<file path="src/rtl/collision_pkg.sv">
// Shared definitions for the collision subsystem: scheduler state encoding,
// default sprite ranges and the collision codes used by the flag updater.
package collision_pkg;

  // Default sprite layout: mobiles occupy the low indices, fixed sprites follow.
  localparam int DEFAULT_BITS_TO_SPRITE      = 5;
  localparam int DEFAULT_BEGIN_MOBILE_SPRITE = 0;
  localparam int DEFAULT_END_MOBILE_SPRITE   = 14;
  localparam int DEFAULT_END_FIXED_SPRITE    = 31;
  localparam int DEFAULT_TIMEOUT_CYCLES      = 15;

  // Scheduler states, one pass walks SEEK/WAIT/UPDATE until the pairs run out.
  typedef enum logic [2:0] {
    IDLE   = 3'd0,
    SEEK   = 3'd1,
    WAIT   = 3'd2,
    UPDATE = 3'd3,
    COMMIT = 3'd4,
    DONE   = 3'd5
  } sched_state_t;

  // Per-sprite collision codes kept by the flag updater.
  typedef enum logic [1:0] {
    COLLIDE_NONE   = 2'b00,
    COLLIDE_MOBILE = 2'b01,
    COLLIDE_FIXED  = 2'b10,
    COLLIDE_BOTH   = 2'b11
  } collision_code_t;

endpackage

</file>
<file path="src/rtl/pair_index_counter.sv">
// Nested (mobile, comparison) index counters for one collision pass.
// The mobile counter carries one extra bit so that stepping past the last
// mobile sprite is visible as pass_done instead of wrapping to zero.
module pair_index_counter #(
  parameter int bits_to_sprite      = 5,
  parameter int begin_mobile_sprite = 0,
  parameter int end_mobile_sprite   = 14,
  parameter int end_fixed_sprite    = 31
) (
  input  logic                      clk,
  input  logic                      reset,
  input  logic                      init,
  input  logic                      advance,
  input  logic [end_fixed_sprite:0] sprite_active,
  output logic [bits_to_sprite-1:0] mobile,
  output logic [bits_to_sprite-1:0] comparison,
  output logic                      pair_ok,
  output logic                      pass_done
);

  localparam logic [bits_to_sprite:0]   M_FIRST = (bits_to_sprite + 1)'(begin_mobile_sprite);
  localparam logic [bits_to_sprite:0]   M_LAST  = (bits_to_sprite + 1)'(end_mobile_sprite);
  localparam logic [bits_to_sprite-1:0] C_LAST  = bits_to_sprite'(end_fixed_sprite);

  logic [bits_to_sprite:0]   m_q;
  logic [bits_to_sprite-1:0] c_q;
  logic [bits_to_sprite-1:0] m_idx;

  // Step through candidates mobile-major, comparison ascending.
  always_ff @(posedge clk) begin
    // NOTE: state registers use non-blocking assignments so every flop samples
    // pre-edge values; reset is synchronous, so it is an ordinary priority branch.
    if (reset) begin
      m_q <= '0;
      c_q <= '0;
    end else if (init) begin
      m_q <= M_FIRST;
      c_q <= '0;
    end else if (advance) begin
      if (c_q == C_LAST) begin
        c_q <= '0;
        m_q <= m_q + 1'b1;
      end else begin
        c_q <= c_q + 1'b1;
      end
    end
  end

  assign m_idx      = m_q[bits_to_sprite-1:0];
  assign mobile     = m_idx;
  assign comparison = c_q;
  assign pass_done  = (m_q > M_LAST);

  // A candidate is a real pair when both sprites are live and distinct.
  assign pair_ok = !pass_done
                && sprite_active[m_idx]
                && sprite_active[c_q]
                && (m_idx != c_q);

endmodule

</file>
<file path="src/rtl/collision_scheduler.sv">
// Collision-analysis sequencer: on start, walks every live (mobile,
// comparison) pair, hands each one to the overlap checker, forwards the
// result to the flag updater and finally strobes the commit.
module collision_scheduler
  import collision_pkg::*;
#(
  parameter int bits_to_sprite      = DEFAULT_BITS_TO_SPRITE,
  parameter int begin_mobile_sprite = DEFAULT_BEGIN_MOBILE_SPRITE,
  parameter int end_mobile_sprite   = DEFAULT_END_MOBILE_SPRITE,
  parameter int end_fixed_sprite    = DEFAULT_END_FIXED_SPRITE,
  parameter int timeout_cycles      = DEFAULT_TIMEOUT_CYCLES
) (
  input  logic                      clk,
  input  logic                      reset,
  input  logic                      start,
  input  logic [end_fixed_sprite:0] sprite_active,
  input  logic                      result_valid,
  input  logic                      checker_collision,
  output logic                      pair_valid,
  output logic [bits_to_sprite-1:0] number_of_mobile_sprite,
  output logic [bits_to_sprite-1:0] number_of_comparison_sprite,
  output logic                      enable,
  output logic                      collision_result,
  output logic                      process_finished,
  output logic                      busy,
  output logic                      timeout_error
);

  localparam int               TW        = $clog2(timeout_cycles + 1);
  localparam logic [TW-1:0]    WAIT_LAST = TW'(timeout_cycles - 1);

  sched_state_t  state, state_next;
  logic [TW-1:0] wait_cnt;
  logic          init_pass;
  logic          advance_pair;
  logic          pair_ok;
  logic          pass_done;
  logic          timed_out;

  pair_index_counter #(
    .bits_to_sprite      (bits_to_sprite),
    .begin_mobile_sprite (begin_mobile_sprite),
    .end_mobile_sprite   (end_mobile_sprite),
    .end_fixed_sprite    (end_fixed_sprite)
  ) u_pair_index_counter (
    .clk           (clk),
    .reset         (reset),
    .init          (init_pass),
    .advance       (advance_pair),
    .sprite_active (sprite_active),
    .mobile        (number_of_mobile_sprite),
    .comparison    (number_of_comparison_sprite),
    .pair_ok       (pair_ok),
    .pass_done     (pass_done)
  );

  // The last permitted WAIT cycle with no answer abandons the pair.
  assign timed_out = (state == WAIT) && !result_valid && (wait_cnt == WAIT_LAST);

  // State register.
  always_ff @(posedge clk) begin
    if (reset) state <= IDLE;
    else       state <= state_next;
  end

  // Next-state decode.
  always_comb begin
    // NOTE: defaulting every combinational output before the case keeps
    // unlisted paths from inferring latches.
    state_next = state;
    case (state)
      IDLE:    if (start) state_next = SEEK;
      SEEK: begin
        if (pass_done)    state_next = COMMIT;
        else if (pair_ok) state_next = WAIT;
      end
      WAIT:    if (result_valid || timed_out) state_next = UPDATE;
      UPDATE:  state_next = SEEK;
      COMMIT:  state_next = DONE;
      DONE:    state_next = IDLE;
      default: state_next = IDLE;
    endcase
  end

  // Moore outputs and counter controls decoded from the current state.
  always_comb begin
    pair_valid       = 1'b0;
    enable           = 1'b0;
    process_finished = 1'b1;
    busy             = 1'b0;
    init_pass        = 1'b0;
    advance_pair     = 1'b0;
    case (state)
      IDLE: init_pass = start;
      SEEK: begin
        busy         = 1'b1;
        advance_pair = !pass_done && !pair_ok;
      end
      WAIT: begin
        busy       = 1'b1;
        pair_valid = 1'b1;
      end
      UPDATE: begin
        busy         = 1'b1;
        enable       = 1'b1;
        advance_pair = 1'b1;
      end
      COMMIT: begin
        busy             = 1'b1;
        process_finished = 1'b0;
      end
      default: ;
    endcase
  end

  // WAIT-cycle counter, cleared whenever the FSM is outside WAIT.
  always_ff @(posedge clk) begin
    if (reset || state != WAIT) wait_cnt <= '0;
    else                        wait_cnt <= wait_cnt + 1'b1;
  end

  // Result latch: checker answer, or a forced no-collision on abandon.
  always_ff @(posedge clk) begin
    if (reset) begin
      collision_result <= 1'b0;
    end else if (state == WAIT) begin
      if (result_valid)   collision_result <= checker_collision;
      else if (timed_out) collision_result <= 1'b0;
    end
  end

  // Sticky abandon flag, cleared when a new pass is accepted.
  always_ff @(posedge clk) begin
    if (reset)                        timeout_error <= 1'b0;
    else if (state == IDLE && start)  timeout_error <= 1'b0;
    else if (timed_out)               timeout_error <= 1'b1;
  end

endmodule

</file>
<file path="config.mk">
export PLATFORM = sky130hd
export DESIGN_NAME = collision_scheduler
export DESIGN_NICKNAME = d
export VERILOG_FILES = /design/src/rtl/collision_pkg.sv /design/src/rtl/pair_index_counter.sv /design/src/rtl/collision_scheduler.sv
export SDC_FILE = /design/constraint.sdc
export NUM_CORES = 1
export LEC_CHECK = 0
export CAP_MARGIN = 15
export CORE_MARGIN = 2
export CORE_UTILIZATION = 40
export CTS_BUF_LIST = sky130_fd_sc_hd__clkbuf_4 sky130_fd_sc_hd__clkbuf_8
export DETAILED_ROUTE_END_ITERATION = 12
export PLACE_DENSITY = 0.77
export REMOVE_ABC_BUFFERS = 1
export SETUP_SLACK_MARGIN = 0.3
export SLEW_MARGIN = 20
export SYNTH_ARGS = -nofsm -noshare
export SYNTH_HDL_FRONTEND = slang
export SYNTH_SLANG_ARGS = --single-unit
</file>
<file path="constraint.sdc">
create_clock -name clk -period 3.63 [get_ports clk]
set_input_delay 0.363 -clock clk [delete_from_list [all_inputs] [get_ports clk]]
set_output_delay 0.363 -clock clk [all_outputs]
set_load 0.05 [all_outputs]
</file>
==> results summary <==
TritonCTS built the clock tree. The launching element of the worst setup path is sprite_active[7]. Synthesis inferred 20 register bits. The multi-input logic area came out at 1190 µm². The flow ran to the end, and the final reports show no timing, DRC or antenna violations. The number of hold buffers added after CTS came out at 0.

The average vias per placed instance is 6.02. Of all nets on the critical path, the largest fanout is 16. The first-pass GRT wire length is 7560 µm. During I/O placement, the number of pins put on the boundary was 53. After global routing the overflow that remains totals 0.

The instance count of the mapped netlist came out at 173. In the post-synthesis netlist, the biggest area contributors are sky130_fd_sc_hd__dfxtp_1, sky130_fd_sc_hd__mux4_1, sky130_fd_sc_hd__mux4_2. Setup repair after global routing left no endpoint under its margin.

The synthesized design contains 0 enable-type register cells. The wire length per cell came out at 17.1 µm. The final number of max-transition violations was 0. The final antenna diode count is 0. The all-layer global routing usage came out at 19.0%.

The classification of the worst setup path is primary input to flop. The overall power of the completed layout came out at 0.000514 W. The clock net in this run drives a total of 20 sinks. The clock root buffer is sky130_fd_sc_hd__clkbuf_8. The layout net count came out at 256. The number of setup violations in the final report is 0. Once the floorplan was initialized, standard cells occupied 42.1% of the core.

In the synthesized netlist, the cells that appear most often are sky130_fd_sc_hd__dfxtp_1, sky130_fd_sc_hd__nor2_1, sky130_fd_sc_hd__clkbuf_1, sky130_fd_sc_hd__nand2_1. The number of filler cells placed in the layout came out at 344. The floorplan step defined a die boundary enclosing 4810 µm².

The detailed placement HPWL is 3370 µm. The clock network latency to the later pin of the worst-skew pair came out at 0.26 ns. Data on the critical path is required at its endpoint by 3.79 ns. Counting along the longest clock path gives a buffer depth of 2. Setup slack on the worst reg-to-reg path comes out at 0.74 ns. STA classifies the critical path endpoint as a flop.

The slew at the pin closest to its max-slew limit came out at 0.714 ns. The initial antenna violation count is 0. The biggest area contributor in the post-synthesis netlist is sky130_fd_sc_hd__dfxtp_1. The worst hold path belongs to the class flop to flop.

The via count of the first global-routing pass came to 1515. The clock arrives with 0.00364 ns of skew. Across the VDD grid, the largest voltage drop is 110 µV. The most common cell in the synthesized netlist is sky130_fd_sc_hd__dfxtp_1. Sequential elements use 23.4% of the synthesized area. The maximum number of pins on one net before global-route repair is 17. The max-cap check violation count is 0.

The number of buffers added on ports is 52. The row count came out at 23. The setup slack at placement came out at 0.462 ns. The number of DRC violations after detailed routing came out at 0.

The remaining antenna violation count came out at 0. After layout, the worst setup slack is 0.726 ns. The layout overhead on the synthesized area came out at 32.0%. Static timing analysis puts the maximum clock frequency at 344 MHz. The number of distinct library cells after synthesis came out at 47. The data arrival time of the critical path came out at 3.06 ns. STA classifies the critical path startpoint as a primary input. The post-cts resize count came out at 0. The final-layout setup total negative slack is 0 ns. The critical path ends at u_pair_index_counter.comparison[3]. The total iterations of the first detailed-routing run came out at 4. The average footprint of a synthesized cell came out at 9.87 µm². The area of placed instances is 2200 µm².

Registers take 400 µm². The length in cells of the worst reg-to-reg path came out at 7. The number of setup buffers added after CTS is 0. For this block, the initial DRC count from the detailed router was 124. The via total after detailed routing is 1584.

The relative slew slack is 52.3%. The fraction of the cycle the final worst path needs is 80.0%. The floorplan step set the die width to 69.3 µm. The power per cell area is 228 nW/µm². The cell area after layout came out at 2250 µm².

The count of synthesis-stage warnings from yosys came out at 0. The startpoint identified for the worst register-to-register timing path is u_pair_index_counter.comparison[1]. The leakage power is 0.834 nW. The floorplan step set the die height to 69.3 µm. The core area is 4060 µm². The H-tree depth reported by CTS is 1. The post-synthesis instance area is 1710 µm².

The final critical-path required period is 2.90 ns. The total wire length came out at 4490 µm. The endpoint of the lowest-slack register-to-register path is u_pair_index_counter.comparison[3]. The clock transition at the registers of the reported paths came out at 0.08 ns.

The number of clock buffers added by TritonCTS is 3. The most used flip-flop cell after synthesis is sky130_fd_sc_hd__dfxtp_1. The worst hold slack after final layout came out at 0.485 ns. The share of layout cells above drive strength 1 came out at 10.3%. The share of flip-flops with an asynchronous set or reset came out at 0%. The hold violation total from the final report came out at 0. In this run the most critical hold path is launched from wait_cnt[0]. The weighted congestion reported at the end of routability-driven placement is 0.836. In this run the biggest area consumer among cell types represents 23.4% of the synthesized area.
power by group:
| group | total [W] | internal, W | switching [W] |
|---|---|---|---|
| logic | 0.000115 | 0.0000692 | 0.0000457 |
| clock network | 0.000171 | 0.0000966 | 0.0000747 |
| registers | 0.000228 | 0.000222 | 0.00000639 |
critical path: stages:
cell                              delay (ns)
sky130_fd_sc_hd__clkdlybuf4s50_1        0.43
sky130_fd_sc_hd__mux4_1                 0.52
sky130_fd_sc_hd__mux4_2                 0.49
sky130_fd_sc_hd__o32a_1                 0.19
sky130_fd_sc_hd__and4_4                 0.21
sky130_fd_sc_hd__o21ai_4                0.41
sky130_fd_sc_hd__o21ai_0                0.17
sky130_fd_sc_hd__a32o_1                 0.28
cells by family after synthesis:
family	count (synthesis)	share of synthesized area (%)
AO/OA/AOI/OAI	34	14.7
XOR/XNOR	8	4.10
adder cells (fa/ha/maj)	5	3.66
buffers and inverters	21	7.11
flip-flops	20	23.4
multiplexers	25	27.4
AND/OR/NAND/NOR	60	19.6
state kept, by name (all words and copies together) (netlist names):
| name | cells |
|---|---|
| u_pair_index_counter.m_q | 6 |
| u_pair_index_counter.comparison | 5 |
| wait_cnt | 4 |
| state | 3 |
| collision_result | 1 |
| timeout_error | 1 |
worst min-delay path by stage:
stage	to	slack, ns	cells past startpoint
2_1_floorplan	wait_cnt[0]	0.43	1
3_3_place_gp	wait_cnt[0]	0.45	1
3_5_place_dp	wait_cnt[0]	0.46	1
4_1_cts	wait_cnt[0]	0.48	1
5_1_grt	wait_cnt[0]	0.52	1
6_report	wait_cnt[0]	0.48	1
through the flow:
stage	utilization, %	instances
after detailed placement	54.2	259
after global routing	55.6	263
after CTS	55.6	263
after global placement	54.2	259
final	55.6	263
after floorplan	-	154
metal layers:
| layer | part of all wire (%) | vias up | GRT usage (%) |
|---|---|---|---|
| met5 | 0 | - | 0 |
| met4 | 0.71 | 0 | 3.92 |
| met3 | 3.3 | 4 | 3.20 |
| met2 | 50 | 47 | 32.1 |
| met1 | 46 | 781 | 25.5 |
| li1 | - | 752 | - |
layout by cell type (no fill, tap or decap), drive strengths merged, types with 4 or more instances in the layout:
cell           instances
clkdlybuf4s50         52
dfxtp                 20
nor2                  18
mux4                  15
nand2                 10
a21oi                  8
mux2i                  7
ha                     5
nor2b                  4
xnor2                  4
xor2                   4
clkbuf                 4
o21ai                  4
final cells by class:
| type | count | share of cell area (%) |
|---|---|---|
| timing repair buffer | 55 | 24.1 |
| tap | 50 | 2.77 |
| multi-input combinational | 132 | 52.6 |
| sequential | 20 | 17.8 |
| inverter | 2 | 0.333 |
| clock buffer | 4 | 2.44 |
No activity file was read; power rests on OpenSTA's default activity.
==> variant 1: new RTL, same flow settings <==
Set the package constant `DEFAULT_END_FIXED_SPRITE` to 62 (it was 31).
--- a/src/rtl/collision_pkg.sv
+++ b/src/rtl/collision_pkg.sv
@@ -8,3 +8,3 @@
   localparam int DEFAULT_END_MOBILE_SPRITE   = 14;
-  localparam int DEFAULT_END_FIXED_SPRITE    = 31;
+  localparam int DEFAULT_END_FIXED_SPRITE    = 62;
   localparam int DEFAULT_TIMEOUT_CYCLES      = 15;
Ports: changed (resized sprite_active); port bits go from 53 to 84. No check against the original RTL was run, so the function may have changed too.
==> variant 1 against the unedited design <==
Sequential cell count is the same. Routed wire length shrank 9.5%. First-iteration DRC count shrank 54%. Utilization grew 0.086 points. Via count shrank 4.4%. Synthesized area shrank 1.1%. Cell area shrank 0.55%. Clock skew shrank 0.0026 ns. Global-route usage shrank 0.12 points. Power grew 7.7%. Setup slack gained 0.024 ns. Critical path depth is the same. Critical path type is now register to register. Critical endpoint is now u_pair_index_counter.m_q[3].
==> variant 1: results <==
set metrics [dict create \
    drive_gt1_frac 0.1261 \
    grt_use_met3 0.02597 \
    inverters 4 \
    place_area_um2 2171 \
    route.met3.wl_um 169 \
    grtUsageMet1 0.2440 \
    bufAreaShareNonClock 0.2422 \
    ir_worst_vdd_uv 125.0 \
    wl_met1_um 1823 \
    synth_xor_area_frac 0.04667 \
    seq_share 0.1786 \
    synth_cell_types 45 \
    dp_slack_ns 0.7729 \
    cpMaxStageDelayCell "dfxtp_1" \
    wirelength_um 4064 \
    arrival_ns 3.08 \
    met2_length_um 1959 \
    nets 296 \
    grt_usage 0.1884 \
    nMultiInputCombCells 139 \
    synthAdderAreaFrac 0.03704 \
    synth-compound-area-share 0.1252 \
    post-dp-hpwl_um 3154 \
    gp_congestion 0.7856 \
    synth.top_cells.by_count "20 x dfxtp_1, 18 x nor2_1, 13 x mux4_2, 11 x nand2_1, 10 x mux2i_1" \
    cp_max_fo 14 \
    p_int_uw 431.6 \
    via_per_inst 5.570 \
    powerComb_uw 104 \
    grt_pass1_vias 1444 \
    outcome "completed" \
    met2_usage 0.3113 \
    pwr-share-comb 0.188 \
    grt_max_degree 18 \
    synthMuxAreaShare 0.2526 \
    slew_headroom 0.5547 \
    fin_skew_ns 0.001085 \
]
-- variant 1: cell types whose count changed after synthesis, moves of 3 or more --
cell     delta
nand4_1     +3
o22ai_1     -3
mux4_1      -7
buf_2       +5
or3_1       +6
mux4_2      +5
nand3_1     +3
mux2i_1     +3
-- variant 1: worst paths after layout --
path / from / endpoint / slack (ns) / cells after the start
worst min-delay path: wait_cnt[0] / wait_cnt[0] / 0.48 / 1
worst min register to register: wait_cnt[0] / wait_cnt[0] / 0.48 / 1
worst max-delay path: u_pair_index_counter.m_q[1] / u_pair_index_counter.m_q[3] / 0.75 / 8
worst max register to register: u_pair_index_counter.m_q[1] / u_pair_index_counter.m_q[3] / 0.75 / 8
-- variant 1: logic make-up after synthesis --
family                   after synthesis
AND/OR/NAND/NOR                       69
XOR/XNOR                               9
adder cells (fa/ha/maj)                5
flip-flops                            20
multiplexers                          26
AO/OA/AOI/OAI                         30
buffers and inverters                 27
==> variant 2: new RTL, same settings <==
Made on the original files. Put a register stage on the output `number_of_mobile_sprite`, cleared by the reset. The value now appears one clock later. The other outputs are not delayed to match.
--- a/src/rtl/collision_scheduler.sv
+++ b/src/rtl/collision_scheduler.sv
@@ -31,2 +31,4 @@
 
+  logic [bits_to_sprite-1:0] number_of_mobile_sprite_d;
+
   sched_state_t  state, state_next;
@@ -50,3 +52,3 @@
     .sprite_active (sprite_active),
-    .mobile        (number_of_mobile_sprite),
+    .mobile        (number_of_mobile_sprite_d),
     .comparison    (number_of_comparison_sprite),
@@ -138,2 +140,10 @@
 
+  always_ff @(posedge clk) begin
+    if (reset) begin
+      number_of_mobile_sprite <= '0;
+    end else begin
+      number_of_mobile_sprite <= number_of_mobile_sprite_d;
+    end
+  end
+
 endmodule
Formal check against the unedited RTL: no difference found for any inputs over 10 cycles, from zero or initial values and one cycle with reset high; that may be too few to reach the edited logic, so the function may still have changed.
==> variant 2 against the unedited design <==
Synthesized area rose by 5.4%. Clock skew increased by 0.010 ns. Synthesized cell count rose by 16%. Cell area is 6.4% higher. Largest cell class unchanged. Maximum frequency rose by 7.1%. Critical endpoint is now u_pair_index_counter.m_q[2]. Power rose by 11%. Setup slack improved by 0.19 ns. Sequential cell count is 5 higher. Routed wire length up 4.6%. Critical path depth is 2 lower. First-iteration DRC count down 19%.
==> variant 2: results <==
set metrics [dict create \
    reg2reg_from "u_pair_index_counter.comparison[2]" \
    clk_pin_slew_ns 0.10 \
    r2r-end "u_pair_index_counter.m_q[2]" \
    reg2regPathDepth 6 \
    grt_pass1_wl_um 8197 \
    drtIter0Drc 100 \
    drive_gt1_frac 0.09016 \
    synth_cell_types 43 \
    cpMaxStageDelayCell "dfxtp_1" \
    outcome "completed" \
    cp_max_fo 14 \
    met2_usage 0.3344 \
    place_area_um2 2350 \
    fin_skew_ns 0.01387 \
    met2_length_um 2347 \
    dp_slack_ns 0.7734 \
    p_leak_uw 0.0008256 \
    p_sw_frac 0.2529 \
    r2r_slack_ns 0.92 \
    route.met3.wl_um 276 \
    grtUsageMet1 0.2714 \
    ys_seq_area_frac 0.2780 \
    crit_path_max_incr_delay_ns 0.72 \
    whs_ns 0.4687 \
    ir_worst_vdd_uv 129.0 \
    fill_cells 380 \
    grt_pass1_vias 1736 \
    placedCellCount 292 \
    wl_met1_um 2040 \
    holdCritStartpoint "wait_cnt[0]" \
    via_per_inst 5.811 \
    grt_usage 0.1994 \
    slew_headroom 0.4626 \
    critPathLaunchType "register" \
    wirelength_um 4696 \
    gp_congestion 0.8182 \
    fin_crit_ns 2.712 \
    grt_use_met3 0.03704 \
    path_delay_family "simple AND/OR/NAND/NOR gates" \
    arrival_ns 2.91 \
]
==> variant 2: power groups by stage <==
stage / Combinational (uW) / Sequential [uW] / Clock, uW
after floorplan: 45.3 / 291 / 0
after global placement: 112 / 285 / 0
after detailed placement: 113 / 286 / 0
after CTS: 114 / 279 / 174
after global routing: 124 / 280 / 189
final: 114 / 279 / 176
==> variant 2: cell type report <==
| type | instances | share of cell area |
|---|---|---|
| flip-flops and latches | 25 | 0.2087 |
| well taps | 52 | 0.02713 |
| repair buffers | 57 | 0.2327 |
| multi-input cells | 151 | 0.5003 |
| inverters | 7 | 0.01095 |
| clock buffers | 4 | 0.02034 |
==> variant 2: cells by family after synthesis <==
kind of cell | count (synthesis) | synth area share
and+or+nand+nor | 71 | 0.2106
AOI/OAI and AO/OA | 43 | 0.1612
DFF | 25 | 0.2780
muxes | 23 | 0.2161
xor gates and xnor gates | 9 | 0.04378
buffers and inverters | 24 | 0.05560
adders and majority gates | 5 | 0.03475
